<file path="config.mk">
export PLATFORM = sky130hd
export DESIGN_NAME = decode_stage_pipelined
export DESIGN_NICKNAME = d
export VERILOG_FILES = /design/src/rtl/decode_stage_pipelined.sv
export SDC_FILE = /design/constraint.sdc
export NUM_CORES = 2
export LEC_CHECK = 0
export CAP_MARGIN = 20
export CORE_MARGIN = 2
export CORE_UTILIZATION = 65
export CTS_BUF_LIST = sky130_fd_sc_hd__clkbuf_4
export CTS_CLUSTER_DIAMETER = 50
export DETAILED_ROUTE_END_ITERATION = 6
export GPL_ROUTABILITY_DRIVEN = 0
export PLACE_DENSITY_LB_ADDON = 0.12
export SYNTH_ARGS = -nofsm -noshare
export SYNTH_HDL_FRONTEND = slang
export SYNTH_SLANG_ARGS = --single-unit
</file>
<file path="constraint.sdc">
create_clock -name clk -period 5.01 [get_ports clk]
set_input_delay 1.002 -clock clk [delete_from_list [all_inputs] [get_ports clk]]
set_output_delay 1.002 -clock clk [all_outputs]
set_load 0.005 [all_outputs]
</file>
<file path="src/rtl/decode_stage_pipelined.sv">
// Decode stage: instruction field decode, condition evaluation, register file
// with optional write-to-read bypass, and a stall/flush-capable output register.
module decode_stage_pipelined #(
    parameter int DATA_W    = 32,
    parameter int NUM_REGS  = 16,
    parameter int WB_BYPASS = 1
) (
    input  logic              clk,
    input  logic              rst,
    input  logic              stall_in,
    input  logic              flush_in,
    input  logic              hazard_in,
    input  logic [31:0]       instruction_in,
    input  logic [DATA_W-1:0] pc_plus_four_in,
    input  logic [3:0]        status_bits_in,
    input  logic              wb_en_in,
    input  logic [3:0]        wb_dest_in,
    input  logic [DATA_W-1:0] wb_value_in,
    output logic [3:0]        hazard_src1_out,
    output logic [3:0]        hazard_src2_out,
    output logic              hazard_two_src_out,
    output logic              has_src1_out,
    output logic              has_src2_out,
    output logic              wb_en_out,
    output logic              mem_r_en_out,
    output logic              mem_w_en_out,
    output logic              branch_taken_out,
    output logic              do_update_sr_out,
    output logic [3:0]        execute_command_out,
    output logic [3:0]        wb_reg_dest_out,
    output logic [3:0]        src1_out,
    output logic [3:0]        src2_out,
    output logic [DATA_W-1:0] pc_plus_four_out,
    output logic [DATA_W-1:0] val_rn_out,
    output logic [DATA_W-1:0] val_rm_out,
    output logic [DATA_W-1:0] branch_immediate_out,
    output logic              is_immediate_out,
    output logic [11:0]       shifter_operand_out
);

    typedef enum logic [3:0] {
        CMD_NOP = 4'b0000, CMD_MOV = 4'b0001, CMD_ADD = 4'b0010, CMD_ADC = 4'b0011,
        CMD_SUB = 4'b0100, CMD_SBC = 4'b0101, CMD_AND = 4'b0110, CMD_ORR = 4'b0111,
        CMD_EOR = 4'b1000, CMD_MVN = 4'b1001
    } cmd_e;

    typedef enum logic [1:0] {
        MODE_ALU = 2'b00, MODE_MEM = 2'b01, MODE_BR = 2'b10, MODE_NONE = 2'b11
    } mode_e;

    localparam int         IDX_W   = $clog2(NUM_REGS);
    localparam logic [4:0] NREGS_5 = 5'(NUM_REGS);

    logic [3:0]  cond, opcode, rn, rd, rm, src2_idx;
    logic [1:0]  mode;
    logic        imm_bit, s_bit, is_str, cond_met;
    logic        n_f, z_f, c_f, v_f;
    logic [11:0] shifter;
    logic [23:0] imm24;

    assign cond    = instruction_in[31:28];
    assign mode    = instruction_in[27:26];
    assign imm_bit = instruction_in[25];
    assign opcode  = instruction_in[24:21];
    assign s_bit   = instruction_in[20];
    assign rn      = instruction_in[19:16];
    assign rd      = instruction_in[15:12];
    assign shifter = instruction_in[11:0];
    assign rm      = instruction_in[3:0];
    assign imm24   = instruction_in[23:0];
    assign {n_f, z_f, c_f, v_f} = status_bits_in;

    always_comb begin
        cond_met = 1'b0;
        case (cond)
            4'h0: cond_met = z_f;
            4'h1: cond_met = !z_f;
            4'h2: cond_met = c_f;
            4'h3: cond_met = !c_f;
            4'h4: cond_met = n_f;
            4'h5: cond_met = !n_f;
            4'h6: cond_met = v_f;
            4'h7: cond_met = !v_f;
            4'h8: cond_met = c_f && !z_f;
            4'h9: cond_met = !c_f || z_f;
            4'hA: cond_met = (n_f == v_f);
            4'hB: cond_met = (n_f != v_f);
            4'hC: cond_met = !z_f && (n_f == v_f);
            4'hD: cond_met = z_f || (n_f != v_f);
            4'hE: cond_met = 1'b1;
            default: cond_met = 1'b0;
        endcase
    end

    cmd_e cmd;
    logic wb, mem_r, mem_w, br, upd;

    always_comb begin
        cmd = CMD_NOP; wb = 1'b0; mem_r = 1'b0; mem_w = 1'b0; br = 1'b0; upd = 1'b0;
        case (mode_e'(mode))
            MODE_ALU: begin
                upd = s_bit;
                case (opcode)
                    4'b1101: begin cmd = CMD_MOV; wb = 1'b1; end
                    4'b1111: begin cmd = CMD_MVN; wb = 1'b1; end
                    4'b0100: begin cmd = CMD_ADD; wb = 1'b1; end
                    4'b0101: begin cmd = CMD_ADC; wb = 1'b1; end
                    4'b0010: begin cmd = CMD_SUB; wb = 1'b1; end
                    4'b0110: begin cmd = CMD_SBC; wb = 1'b1; end
                    4'b0000: begin cmd = CMD_AND; wb = 1'b1; end
                    4'b1100: begin cmd = CMD_ORR; wb = 1'b1; end
                    4'b0001: begin cmd = CMD_EOR; wb = 1'b1; end
                    4'b1010: cmd = CMD_SUB;
                    4'b1000: cmd = CMD_AND;
                    default: begin cmd = CMD_NOP; upd = 1'b0; end
                endcase
            end
            MODE_MEM: begin
                cmd = CMD_ADD;
                if (s_bit) begin mem_r = 1'b1; wb = 1'b1; end
                else       mem_w = 1'b1;
            end
            MODE_BR: br = 1'b1;
            default: ;
        endcase
        if (!cond_met || hazard_in) begin
            cmd = CMD_NOP; wb = 1'b0; mem_r = 1'b0; mem_w = 1'b0; br = 1'b0; upd = 1'b0;
        end
    end

    // Source bookkeeping is taken from the raw encoding so hazard detection sees it even when squashed.
    assign is_str             = (mode == MODE_MEM) && !s_bit;
    assign src2_idx           = is_str ? rd : rm;
    assign hazard_src1_out    = rn;
    assign hazard_src2_out    = src2_idx;
    assign hazard_two_src_out = !imm_bit || is_str;
    assign has_src1_out       = !((mode == MODE_ALU && (opcode == 4'b1101 || opcode == 4'b1111))
                                  || mode == MODE_BR || mode == MODE_NONE);
    assign has_src2_out       = (mode == MODE_ALU && !imm_bit) || is_str;

    logic [DATA_W-1:0] regs [NUM_REGS];
    logic              wb_valid;
    assign wb_valid = wb_en_in && ({1'b0, wb_dest_in} < NREGS_5);

    always_ff @(posedge clk) begin
        if (rst)           regs <= '{default: '0};
        else if (wb_valid) regs[wb_dest_in[IDX_W-1:0]] <= wb_value_in;
    end

    function automatic logic [DATA_W-1:0] read_reg(input logic [3:0] idx);
        if ({1'b0, idx} >= NREGS_5)                        return '0;
        if (WB_BYPASS != 0 && wb_valid && wb_dest_in == idx) return wb_value_in;
        return regs[idx[IDX_W-1:0]];
    endfunction

    logic [DATA_W-1:0] rn_val, rm_val;
    always_comb rn_val = read_reg(rn);
    always_comb rm_val = read_reg(src2_idx);

    always_ff @(posedge clk) begin
        if (rst || flush_in) begin
            wb_en_out <= 1'b0; mem_r_en_out <= 1'b0; mem_w_en_out <= 1'b0;
            branch_taken_out <= 1'b0; do_update_sr_out <= 1'b0;
            execute_command_out <= '0; wb_reg_dest_out <= '0;
            src1_out <= '0; src2_out <= '0;
            pc_plus_four_out <= '0; val_rn_out <= '0; val_rm_out <= '0;
            branch_immediate_out <= '0; is_immediate_out <= 1'b0; shifter_operand_out <= '0;
        end else if (!stall_in) begin
            wb_en_out <= wb; mem_r_en_out <= mem_r; mem_w_en_out <= mem_w;
            branch_taken_out <= br; do_update_sr_out <= upd;
            execute_command_out <= cmd; wb_reg_dest_out <= rd;
            src1_out <= rn; src2_out <= src2_idx;
            pc_plus_four_out <= pc_plus_four_in; val_rn_out <= rn_val; val_rm_out <= rm_val;
            branch_immediate_out <= {{(DATA_W-24){imm24[23]}}, imm24};
            is_immediate_out <= imm_bit; shifter_operand_out <= shifter;
        end
    end

endmodule

</file>
---- Word level (Yosys, flattened, before mapping) ----
Cells that the tools add are included.
storage, ports and cells
  output and inout bits ................... 173
  input port bits ......................... 110
  flip-flop bits (word level) ............. 666
  word-level logic and storage cells ...... 135
cells by class
  equality and inequality tests ........... 31
  bitwise logic cells ..................... 3
  reductions and logical operators ........ 32
  magnitude comparators ................... 4
  multiplexer cells ....................... 34
operators by type and width
  cell                                                         number
  bitwise mux 512 bit                                          1
  2-to-1 mux 32 bit                                            9
  binary-select mux 32 bit (select 4 bit)                      2
  demux 32 bit (select 4 bit)                                  1
  == test 4 bit (second input constant)                        12
  case mux 4 bit (9 select lines)                              1
  == test 4 x 3 -> 1 bit (second input constant)               7
  >= comparator 5 bit (second input constant)                  3
  2-to-1 mux 1 bit                                             15
  inverter 4 -> 5 bit                                          3
  case mux 1 bit (15 select lines)                             1
  == test 4 x 2 -> 1 bit (second input constant)               3
  OR reduction 11 bit                                          1
  logical OR 1 bit                                             9
  OR reduction 9 bit                                           1
  == test 4 x 1 -> 1 bit (second input constant)               2
  == test 4 bit                                                2
  logical AND 1 bit                                            8
  logical NOT 1 bit                                            8
  logical NOT 4 bit                                            2
  2-to-1 mux 4 bit                                             2
  case mux 4 bit (2 select lines)                              1
  less-than comparator 5 x 1 -> 1 bit (second input constant)  1
  == test 2 bit (second input constant)                        2
  other kinds (6)                                              7

---- Depth between registers and ports, before layout ----
  depth after elaboration ................. 8
  mapped depth ............................ 11
  gate-level depth less buffers ........... 7

---- Least setup slack after synthesis ----
OpenSTA, ideal clock, no wires.
  kind .................................... input to output
  start ................................... input instruction_in[27]
  end ..................................... output hazard_src2_out[2]
  stages on the path ...................... 6
  data arrival time ....................... 2.519 ns
  path slack .............................. 1.489 ns
  data required time ...................... 4.008 ns
  path buffers ............................ 3
  cells stage by stage .................... clkbuf_1 or3b_1 a21oi_1 clkinv_1 clkbuf_1 buf_1
between the ends
  longest elaborated chain between the ends .. 3
RTL lines
  element                 RTL line  source
  from (decl)             13        input logic [31:0] instruction_in,
  == test 2 x 1 -> 1 bit  132       assign is_str = (mode == MODE_MEM) && !s_bit;
  logical AND 1 bit       132
  2-to-1 mux 4 bit        133       assign src2_idx = is_str ? rd : rm;
  to (decl)               20        output logic [3:0] hazard_src2_out,
No other way between the ends.

---- Final worst setup path ----
  start ................................... input instruction_in[27]
  end ..................................... output hazard_src2_out[1]
Same word-level chain as after synthesis.

==> results_dict.tcl <==
set metrics [dict create \
    synth-warning-count 0 \
    layout_common_cells "1,303 x sky130_fd_sc_hd__nand2_1, 811 x sky130_fd_sc_hd__a21oi_1, 646 x sky130_fd_sc_hd__dfxtp_1, 276 x sky130_fd_sc_hd__clkdlybuf4s50_1, 231 x sky130_fd_sc_hd__clkbuf_4" \
    first_pass_grt_wire_length_um 176000 \
    floorplan.io_pins 283 \
    drtIter0Drc 5296 \
    initial_utilization 0.660 \
    clk_pin_slew_worst_paths_ns 0.08 \
    cts_hold_buffers 0 \
    ir_worst_vdd_v 0.000239 \
    seq_area_frac_synth 0.411 \
    antenna_found_initial 4 \
    standard_cell_rows 80 \
    timing.reg2reg.setup_slack_ns 2.98 \
    ys_seq_elements 646 \
    grt_overflow 0 \
    synth_compound_gate_area_share 0.196 \
    synthesis.area_per_instance_sq_um 7.93 \
    achievable-frequency_mhz 238 \
    post_synth_num_cell_types 46 \
    netlist_instances 3970 \
    total_die_area_sq_mm 0.0502 \
    route.final.wire_length_um 117000 \
    timing.hold.worst_endpoint "regs[462]" \
    tritoncts "built" \
    clock_skew_ns 0.0607 \
    timing.rr.start "regs[60]" \
    first_pass_iters 7 \
    drt.antenna.violating_nets 0 \
    p_total_mw 11.1 \
    unrepaired_setup_endpoints_after_global_routing "false" \
    relSlewSlack 0.196 \
    r2r_cells 4 \
    worst-setup-path-type "in -> out" \
    syn_nets 4080 \
    post_drt_wl_per_cell_um 24.5 \
    grt_usage 0.457 \
    final_layout_size_suffix_gt1_frac 0.127 \
    mostFrequentLayoutCell "sky130_fd_sc_hd__nand2_1" \
    total_number_of_nets_in_the_final_design 4153 \
    endpoint_type_of_the_worst_setup_path "output port" \
    detail_routed_via_count_per_cell 6.88 \
    worst_hold_path_type "in -> reg" \
    min_path_cells 2 \
    setup_viol_count_final 0 \
    worst_setup_path_start_kind "input pin" \
    synth_edf_count 0 \
    postSynth.topFlopCell "sky130_fd_sc_hd__dfxtp_1" \
    synth-xor-area-share 0.00334 \
    clock_tree.htree_level_count 4 \
    synthSimpleGateAreaFrac 0.186 \
    cts_resized 0 \
    clk-insertion-delay-late_ns 1.08 \
    die_x_um 224 \
    worst_pin_slew_ns 1.21 \
    area_growth_syn_to_layout_pct 14.9 \
    worstReg2RegEnd "val_rn_out[28]" \
    core_area_sq_mm 0.0477 \
    maxCapViolCount 0 \
    violated_checks "DRC" \
    synth_area_sq_mm 0.0315 \
    postCtsSetupRepairBufs 0 \
    layout_min_cycle_time_ns 4.20 \
    final-max-slew-violation-count 0 \
    grt_max_degree 258 \
    clock_tree.root_cell "sky130_fd_sc_hd__clkbuf_4" \
    synth_adder_area_share 0 \
    power-per-cell-area_mw_per_mm2 305 \
    first_global_vias 31700 \
    final-hold-violation-count 0 \
    chipHeight_um 224 \
    place.port_buffers 282 \
    share_of_synthesized_area_spent_on_multiplexers 0.145 \
    synthArstFlopShare 0 \
    min_period_over_period 0.839 \
    max-clock-path-buffers 3 \
    critical_path_required_ns 4.01 \
    dp_hpwl_um 65700 \
    cts_sinks 646 \
    hold_path.startpoint "rst" \
    critPathMaxFanout 9 \
    via_count 32900 \
    finalNonFillerCells 4776 \
    p_leak_nw 11.8 \
    critical_path_arrival_ns 3.20 \
    totalNegativeSetupSlack_ns 0 \
    combinational_family_with_the_most_area_after_synthesis "compound AO/OA/AOI/OAI gates" \
    status "finished, violations left" \
    drc 28 \
    cts-buffers-inserted 165 \
    post-place-cells 4490 \
]
-- per-stage QoR --
stage	setup WS, ns	hold WS [ns]	instance area (sq um)	util
floorplan	1.49	0.446	31500	-
global placement	0.878	0.453	34200	0.716
detailed placement	0.738	0.460	34200	0.716
CTS	0.830	0.371	36200	0.758
global route	0.741	0.432	36200	0.758
finish	0.806	0.404	36200	0.758
-- worst max-delay path by stage --
stage | from | endpoint | slack, ns | cells past startpoint
final | instruction_in[27] | hazard_src2_out[1] | 0.81 | 5
after global routing | instruction_in[27] | hazard_src2_out[1] | 0.74 | 5
after CTS | instruction_in[27] | hazard_src2_out[1] | 0.83 | 5
after detailed placement | instruction_in[27] | val_rm_out[21] | 0.74 | 8
after global placement | instruction_in[27] | hazard_src2_out[1] | 0.88 | 5
after floorplan | instruction_in[27] | hazard_src2_out[2] | 1.49 | 6
-- state kept, by name (all words and copies together) (netlist names) --
| signal | cells |
|---|---|
| do_update_sr_out | 1 |
| branch_immediate_out | 18 |
| val_rm_out | 32 |
| src2_out | 4 |
| wb_reg_dest_out | 3 |
| execute_command_out | 4 |
| wb_en_out | 1 |
| mem_w_en_out | 1 |
| branch_taken_out | 1 |
| src1_out | 3 |
| regs | 512 |
| is_immediate_out | 1 |
| pc_plus_four_out | 32 |
| mem_r_en_out | 1 |
| val_rn_out | 32 |
-- metal layers --
metal  up-vias  routed length (um)  track usage
met4         0                9500        0.348
li1      13900                   -            -
met5         -                   0            0
met3       819               17800        0.139
met2      3024               50800        0.682
met1     15100               39000        0.557
-- cell type report --
type / instances / area [sq um]
inverters: 10 / 46.3
well taps: 615 / 769
clock buffers: 231 / 1730
flip-flops and latches: 646 / 12900
diodes: 9 / 22.5
clock inverters: 45 / 267
repair buffers: 355 / 3540
multi-input cells: 2865 / 16900
fillers: 3483 / 11500
-- synthesized netlist by cell type, types with 16 or more instances --
master                     count  area share
sky130_fd_sc_hd__nand2_1    1303        0.16
sky130_fd_sc_hd__a21oi_1     812        0.13
sky130_fd_sc_hd__dfxtp_1     646        0.41
sky130_fd_sc_hd__clkbuf_1    370       0.044
sky130_fd_sc_hd__mux4_2      160        0.11
sky130_fd_sc_hd__a221oi_1    128       0.036
sky130_fd_sc_hd__nor2_1      117       0.014
sky130_fd_sc_hd__mux2i_1      95       0.030
sky130_fd_sc_hd__o21ai_0      71       0.011
sky130_fd_sc_hd__a31oi_1      33      0.0066
sky130_fd_sc_hd__and2_1       32      0.0064
sky130_fd_sc_hd__buf_4        32      0.0076
sky130_fd_sc_hd__o221ai_1     32      0.0089
sky130_fd_sc_hd__buf_2        25      0.0040
sky130_fd_sc_hd__buf_1        22      0.0026
sky130_fd_sc_hd__nand3_1      16      0.0025
-- where the power goes --
part / leakage, nW / switching (mW) / internal (mW)
registers: 5.22 / 0.0667 / 5.22
logic: 5.36 / 0.842 / 0.446
clock network: 1.21 / 2.21 / 2.27
total: 11.8 / 3.12 / 7.94
-- kinds of logic after synthesis --
group,after synthesis
compound gates,1094
xor+xnor,12
buf+inv,459
flops,646
mux,256
simple gates,1503
-- critical path, stage by stage --
cell and delay (ns):
sky130_fd_sc_hd__clkdlybuf4s50_1 0.63, sky130_fd_sc_hd__nor3b_4 0.49, sky130_fd_sc_hd__mux2i_4 0.38, sky130_fd_sc_hd__inv_4 0.07, sky130_fd_sc_hd__clkdlybuf4s50_1 0.62
(Power assumes the default switching activity.)
